$ cat src/rtl/sobel_pkg.sv
// Shared constants and helpers for the Sobel edge-magnitude stage.
package sobel_pkg;

  localparam int IMG_W_DEF  = 128;
  localparam int IMG_H_DEF  = 128;
  localparam int DATA_W_DEF = 8;
  localparam int MAX_PIX    = (1 << DATA_W_DEF) - 1;
  localparam int COL_W_DEF  = $clog2(IMG_W_DEF);
  localparam int ROW_W_DEF  = $clog2(IMG_H_DEF);
  localparam int GRAD_W_DEF = DATA_W_DEF + 3;

  // Signed gradient width: max |G| = 4*(2^DATA_W-1) needs two extra magnitude bits plus sign.
  function automatic int gradWidth(input int dataW);
    return dataW + 3;
  endfunction

endpackage

$ cat src/rtl/sobel_line_buffer.sv
// One image line of storage: asynchronous read, synchronous write, no reset on contents.
module sobel_line_buffer #(
  parameter int DEPTH = 128,
  parameter int WIDTH = 8
) (
  input  logic                     Clk,
  input  logic                     we_i,
  input  logic [$clog2(DEPTH)-1:0] addr_i,
  input  logic [WIDTH-1:0]         wdata_i,
  output logic [WIDTH-1:0]         rdata_o
);

  logic [WIDTH-1:0] memQ [DEPTH];

  assign rdata_o = memQ[addr_i];

  always_ff @(posedge Clk) begin
    if (we_i) memQ[addr_i] <= wdata_i;
  end

endmodule

$ cat src/rtl/sobel_filter.sv
// Streaming 3x3 Sobel |Gx|+|Gy| stage with two line buffers and a 2-cycle output pipeline.
module sobel_filter
  import sobel_pkg::*;
#(
  parameter int IMG_W  = IMG_W_DEF,
  parameter int IMG_H  = IMG_H_DEF,
  parameter int DATA_W = DATA_W_DEF
) (
  input  logic              Clk,
  input  logic              rst,
  input  logic              Valid_in,
  input  logic [DATA_W-1:0] Data_in,
  input  logic              Last_in,
  output logic              Valid_out,
  output logic [DATA_W-1:0] Data_out,
  output logic              Last_out,
  output logic              Frame_err
);

  localparam int COL_W  = $clog2(IMG_W);
  localparam int ROW_W  = $clog2(IMG_H);
  localparam int GRAD_W = gradWidth(DATA_W);
  localparam int MAG_W  = DATA_W + 4;
  localparam logic [COL_W-1:0] COL_LAST = COL_W'(IMG_W - 1);
  localparam logic [ROW_W-1:0] ROW_LAST = ROW_W'(IMG_H - 1);
  localparam logic [COL_W-1:0] COL_TWO  = COL_W'(2);
  localparam logic [ROW_W-1:0] ROW_TWO  = ROW_W'(2);
  localparam logic [MAG_W-1:0] MAG_CLIP = MAG_W'((1 << DATA_W) - 1);

  logic [COL_W-1:0]  colQ, colD;
  logic [ROW_W-1:0]  rowQ, rowD;
  logic              atEnd, interior, acceptQual;
  logic [DATA_W-1:0] lb1Rd, lb2Rd;
  logic [DATA_W-1:0] winQ [3][3];
  logic signed [GRAD_W-1:0] sx [3][3];
  logic signed [GRAD_W-1:0] gxD, gyD, gxQ, gyQ;
  logic [GRAD_W-1:0] absX, absY;
  logic [MAG_W-1:0]  magD;
  logic [DATA_W-1:0] dataOutD, dataOutQ;
  logic              v0Q, last0Q, v1Q, last1Q;
  logic              validOutQ, lastOutQ, frameErrQ;

  assign atEnd      = (colQ == COL_LAST) && (rowQ == ROW_LAST);
  assign interior   = (colQ >= COL_TWO) && (rowQ >= ROW_TWO);
  assign acceptQual = Valid_in && !rst;

  sobel_line_buffer #(.DEPTH(IMG_W), .WIDTH(DATA_W)) lb1 (
    .Clk     (Clk),
    .we_i    (acceptQual),
    .addr_i  (colQ),
    .wdata_i (Data_in),
    .rdata_o (lb1Rd)
  );

  sobel_line_buffer #(.DEPTH(IMG_W), .WIDTH(DATA_W)) lb2 (
    .Clk     (Clk),
    .we_i    (acceptQual),
    .addr_i  (colQ),
    .wdata_i (lb1Rd),
    .rdata_o (lb2Rd)
  );

  // An early Last_in resynchronises the position to (0,0) after the beat is processed.
  always_comb begin
    colD = colQ;
    rowD = rowQ;
    if (Valid_in) begin
      if (Last_in && !atEnd) begin
        colD = '0;
        rowD = '0;
      end else if (colQ == COL_LAST) begin
        colD = '0;
        rowD = (rowQ == ROW_LAST) ? '0 : rowQ + 1'b1;
      end else begin
        colD = colQ + 1'b1;
      end
    end
  end

  always_ff @(posedge Clk) begin
    if (rst) begin
      colQ      <= '0;
      rowQ      <= '0;
      v0Q       <= 1'b0;
      last0Q    <= 1'b0;
      frameErrQ <= 1'b0;
    end else begin
      colQ      <= colD;
      rowQ      <= rowD;
      v0Q       <= Valid_in && interior;
      last0Q    <= Valid_in && atEnd;
      frameErrQ <= Valid_in && (Last_in != atEnd);
    end
  end

  // Window column 2 is the newest; rows are top (oldest line) to bottom (current line).
  always_ff @(posedge Clk) begin
    if (acceptQual) begin
      for (int r = 0; r < 3; r++) begin
        winQ[r][0] <= winQ[r][1];
        winQ[r][1] <= winQ[r][2];
      end
      winQ[0][2] <= lb2Rd;
      winQ[1][2] <= lb1Rd;
      winQ[2][2] <= Data_in;
    end
  end

  always_comb begin
    for (int r = 0; r < 3; r++) begin
      for (int k = 0; k < 3; k++) begin
        sx[r][k] = signed'(GRAD_W'(winQ[r][k]));
      end
    end
    gxD = (sx[0][2] + (sx[1][2] <<< 1) + sx[2][2]) - (sx[0][0] + (sx[1][0] <<< 1) + sx[2][0]);
    gyD = (sx[2][0] + (sx[2][1] <<< 1) + sx[2][2]) - (sx[0][0] + (sx[0][1] <<< 1) + sx[0][2]);
  end

  always_ff @(posedge Clk) begin
    if (rst) begin
      v1Q    <= 1'b0;
      last1Q <= 1'b0;
      gxQ    <= '0;
      gyQ    <= '0;
    end else begin
      v1Q    <= v0Q;
      last1Q <= last0Q;
      gxQ    <= gxD;
      gyQ    <= gyD;
    end
  end

  always_comb begin
    absX     = gxQ[GRAD_W-1] ? GRAD_W'(-gxQ) : GRAD_W'(gxQ);
    absY     = gyQ[GRAD_W-1] ? GRAD_W'(-gyQ) : GRAD_W'(gyQ);
    magD     = MAG_W'(absX) + MAG_W'(absY);
    dataOutD = (magD > MAG_CLIP) ? MAG_CLIP[DATA_W-1:0] : magD[DATA_W-1:0];
  end

  always_ff @(posedge Clk) begin
    if (rst) begin
      validOutQ <= 1'b0;
      dataOutQ  <= '0;
      lastOutQ  <= 1'b0;
    end else begin
      validOutQ <= v1Q;
      lastOutQ  <= last1Q;
      if (v1Q) dataOutQ <= dataOutD;
    end
  end

  assign Valid_out = validOutQ;
  assign Data_out  = dataOutQ;
  assign Last_out  = lastOutQ;
  assign Frame_err = frameErrQ;

endmodule

$ cat config.mk
export PLATFORM = sky130hd
export DESIGN_NAME = sobel_filter
export DESIGN_NICKNAME = d
export VERILOG_FILES = /design/src/rtl/sobel_pkg.sv /design/src/rtl/sobel_line_buffer.sv /design/src/rtl/sobel_filter.sv
export SDC_FILE = /design/constraint.sdc
export NUM_CORES = 2
export LEC_CHECK = 0
export CAP_MARGIN = 15
export CORE_MARGIN = 1
export CORE_UTILIZATION = 30
export DETAILED_ROUTE_END_ITERATION = 7
export GPL_ROUTABILITY_DRIVEN = 1
export SLEW_MARGIN = 20
export SYNTH_ARGS = -nofsm -noshare
export SYNTH_HDL_FRONTEND = slang
export SYNTH_SLANG_ARGS = --single-unit
$ cat constraint.sdc
create_clock -name Clk -period 5.1 [get_ports Clk]
set_input_delay 1.275 -clock Clk [delete_from_list [all_inputs] [get_ports Clk]]
set_output_delay 1.275 -clock Clk [all_outputs]
set_load 0.02 [all_outputs]
Yosys cells after proc, flatten, opt, wreduce, memory -nomap -nowiden:

Memory sizes are Yosys's and may differ from the RTL's. A register that Yosys moved wholly into a read port is not among the register bits.
Cells that the tools add are included.

* flip-flop bits (word level): 51
* output and inout port bits: 11
* memories kept: 3
* memory bits (writable): 2120

Memories
* lb1.memQ: depth 128, bits a word 8, rd ports 1, clocked after Yosys merged registers in 1, wr ports 1, line sobel_line_buffer.sv:13 `logic [WIDTH-1:0] memQ [DEPTH];`
* lb2.memQ: depth 128, bits a word 8, rd ports 1, clocked after Yosys merged registers in 1, wr ports 1, line sobel_line_buffer.sv:13
* winQ: depth 3, bits a word 24, rd ports 3, clocked after Yosys merged registers in 0, wr ports 3, line sobel_filter.sv:34 `logic [DATA_W-1:0] winQ [3][3];`

* order comparisons: 3
* reductions and logical operators: 11
* multiplexer cells: 14
* eq/ne operators: 3
* add/subtract/negate cells: 15

Operators by type and width (number)
* 7-bit two-way mux: 9
* 10-bit by 8-bit adder with 11-bit output: 4
* 8-bit by 9-bit adder with 10-bit output: 4
* 11-bit two-way mux: 2
* 11-bit negation: 2
* 11-bit subtractor: 2
* 7-bit by 1-bit adder with 7-bit output, second input constant: 2
* 7-bit equality test, second input constant: 2
* 7-bit by 2-bit greater-or-equal comparator with 1-bit output, second input constant: 2
* 11-bit by 11-bit adder with 12-bit output: 1
* 12-bit by 8-bit > comparator with 1-bit output, second input constant: 1
* 8-bit two-way mux: 1
* 1-bit logical AND: 7
* 1-bit logical NOT: 2
* 1-bit two-way mux: 2
* 2-bit AND reduction: 1
* 2-bit nonzero test: 1
* 1-bit inequality test: 1

Logic depth before layout (Yosys ltp):

* depth after elaboration: 7
* gate-level depth with buffers: 15

Modules after synthesis:

A second synthesis with hierarchy kept.

* cell total of the unflattened synthesis: 5494
* area, all modules: 87415.1 sq um

By module, submodules not included
* sobel_line_buffer: instances 2, area each 40273.6 sq um, cells each 2467
* sobel_filter: instances 1, area each 6867.8 sq um, cells each 560

Least setup slack after synthesis:

Ideal clock, no wire load.

* path kind: register to register
* start point: reg (tool-made name)
* end point: mem lb2.memQ[0][3], data pin
* cell stages (with the launch flop): 10
* clock period less this slack: 5.097 ns
* library setup time: 1.052 ns
* arrival: 4.045 ns
* slack: 0.003 ns
* path buffers: 4
* required time: 4.048 ns
* cell sequence: dfxtp_1 > buf_2 > buf_2 > buf_2 > clkbuf_1 > mux4_2 > a22oi_1 > nand3_1 > nor3_1 > nand4_1

RTL lines (line)
* end, declared: sobel_line_buffer.sv:13

==> flow_summary.toml <==
[timing]
fmax_ghz = 0.2289
post-route-period-util_pct = 85.65
tightest_slew_ns = 1.169
rsz0062_at_grt = "false"
slew_viol_final = 0
hold_viol = 0
relSlewSlack_pct = 21.89
period_minus_slack_ns = 4.368
setup_violations = 0
fin_skew_ns = 0.06828
fin_tns_setup_ns = 0

[yosys]
synth_top_area_share_pct = 74.16
synth_common_cells = "edfxtp_1, mux2i_1, mux4_2"
syn_nets = 4471
synth_async_sr_flop_share_pct = 0
yosysMostFrequentCell = "edfxtp_1"
synth_top_area_cell = "edfxtp_1"
ys_top_cells_by_area = "edfxtp_1, mux4_2, mux2i_1"
syn_area_um2 = 85850
ys_ff_latch = 2178
ys_seq_area_share_pct = 75.51
ys_types = 61
synth_ff_type = "edfxtp_1"
synthCells = 4354
avgSynthCellArea_um2 = 19.72
synth_enable_flop_cells = 2120
yosysWarnings = 0

[cts]
clk_latency_ns = 0.87
clk_path_buf_depth = 3
numCtsBuffers = 212
holdBufCountCts = 0
root_buffer = "clkbuf_16"
clk_pin_slew_worst_paths_ns = 0.06
post_cts_buffers = 0
cts_tree = "built"
htree_levels = 4
post_cts_resized = 0
clock_sinks = 2178

[pwr]
power_density_nw_per_um2 = 389.4
peakVddDrop_mv = 0.2774
leakage_nw = 29.96

[worst_setup_path]
r2r_end = "lb2.memQ[97][3]$_DFFE_PP_"
critPathMaxFanout = 65
cp-start-kind = "flip-flop"
path_class = "flip-flop to flip-flop"
end_kind = "flip-flop"
crit_arrival_ns = 4.79
r2r_cells = 8
worstSetupEndpoint = "lb2.memQ[97][3]$_DFFE_PP_"
r2r_setup_slack_ns = 0.73
crit_required_ns = 5.52

[global_routing]
grt_util_all_layers_pct = 14.38
antenna_found_initial = 8
grt_pass1_wl_mm = 304.2
grt_pass1_vias = 43210
grt_overflow = 0
grt_max_degree = 98

[placement]
gp_congestion = 0.8339
post-dp-hpwl_mm = 128.5
dp_cells = 8196
numPortBuffers = 22

[final_layout]
drive_above_1_share_pct = 20.16
num-fill-cells = 26450
areaGrowthSynthToFinish_pct = 15.21
fin_cells = 8590
fin_nets = 4765

[die]
rows = 196
start_util_pct = 30.13
coreArea_um2 = 285000
fp.dieH_um = 536.9
io_pins = 23
die_area_um2 = 288300
chipWidth_um = 536.9

[routing]
drt_iter0_drc = 4008
vias = 42720
postRouteAntennaNets = 0
vias_per_cell = 4.973
firstDrtPassIters = 6
drc = 0
avgRoutedWirePerCell_um = 24.42
wirelength_mm = 209.7

[status]
outcome = "complete, no violations"

[run]
max_cap_violations = 0

[min_path]
hold_path_class = "flip-flop to flip-flop"
[kinds of logic (layout without fill, tap and decap cells)]
family | Yosys count | after routing | share of synthesized area, %
AOI/OAI and AO/OA | 395 | 395 | 3.531
xor gates and xnor gates | 35 | 35 | 0.3571
adders and majority gates | 105 | 105 | 2.081
buffers and inverters | 319 | 792 | 1.714
DFF | 2178 | 2178 | 75.51
muxes | 755 | 755 | 13.74
other | 0 | 1 | 0
and+or+nand+nor | 567 | 567 | 3.068
[worst max-delay path, stage by stage (launching register included)]
cell,delay (ns)
dfxtp_4,0.84
buf_12,0.27
buf_12,0.32
mux4_2,0.37
a22oi_1,0.22
nand3_1,0.25
nor3_1,0.74
nand4_1,0.24
buf_4,0.45
[through the flow]
stage	hold WS (ns)	worst slack, ns	utilization, %	cell area (um^2)	power [W]
2_1_floorplan	0.4003	0.002898	-	85850	0.02274
3_3_place_gp	0.4005	0.5669	32.35	92180	0.02370
3_5_place_dp	0.4045	0.5749	32.35	92180	0.02376
4_1_cts	0.4177	0.6900	34.71	98900	0.03880
5_1_grt	0.4259	0.6244	34.71	98910	0.03980
6_report	0.4181	0.7316	34.71	98910	0.03852
[registers in the layout, indices dropped and copies added (netlist names), 7 cells and up, named ones only]
name / cells
winQ: 72
rowQ: 7
gyQ: 11
colQ: 7
Data_out: 8
lb2.memQ: 1024
lb1.memQ: 1024
gxQ: 11
[how the worst min path moves through the flow]
stage                                      from               endpoint  slack [ns]  cells after the start
after floorplan           winQ[0][32]$_DFFE_PP_  winQ[0][40]$_DFFE_PP_        0.40                      0
after global placement    winQ[0][32]$_DFFE_PP_  winQ[0][40]$_DFFE_PP_        0.40                      0
after detailed placement  winQ[0][36]$_DFFE_PP_  winQ[0][44]$_DFFE_PP_        0.40                      0
after CTS                 winQ[0][36]$_DFFE_PP_  winQ[0][44]$_DFFE_PP_        0.42                      0
after global routing      winQ[0][38]$_DFFE_PP_  winQ[0][46]$_DFFE_PP_        0.43                      0
final                     winQ[0][36]$_DFFE_PP_  winQ[0][44]$_DFFE_PP_        0.42                      0
[cells in the final DEF (no fill, tap or decap), drive strengths merged, types with 19 or more instances in the layout]
cell	synthesis	final
nor2	199	199
a22oi	177	177
nand3	107	107
mux2i	401	401
edfxtp	2120	2120
ha	42	42
nand2b	23	23
a22o	34	34
clkbuf	110	262
nor2b	41	41
buf	117	294
xnor2	22	22
nand2	109	109
fa	63	63
nor3	31	31
clkinv	0	109
a221oi	65	65
o21ai	19	19
nand4	20	20
inv	92	97
mux4	336	336
dfxtp	58	58
[layout make-up]
type / count / area [um^2] / area share [%]
clock inverters: 131 / 1166 / 1.179
multi-input cells: 1857 / 19630 / 19.85
flip-flops and latches: 2178 / 64830 / 65.55
well taps: 3762 / 4707 / 4.759
diodes: 1 / 2.502 / 0.002530
repair buffers: 307 / 2664 / 2.693
clock buffers: 262 / 5554 / 5.616
inverters: 92 / 345.3 / 0.3492
[power by group]
| group | internal [W] | switching [W] |
|---|---|---|
| sequential | 0.0200 | 0.000114 |
| combinational | 0.00123 | 0.00205 |
| clock | 0.00841 | 0.00674 |
| total | 0.0296 | 0.00890 |
[per-layer routing]
metal	vias up	part of all wire [%]	global-route usage (%)
li1	18290	-	-
met4	6	2.5	4.046
met5	-	0.020	0
met3	298	6.3	2.292
met1	22720	43	19.92
met2	1399	48	23.35
(Power assumes the default switching activity.)
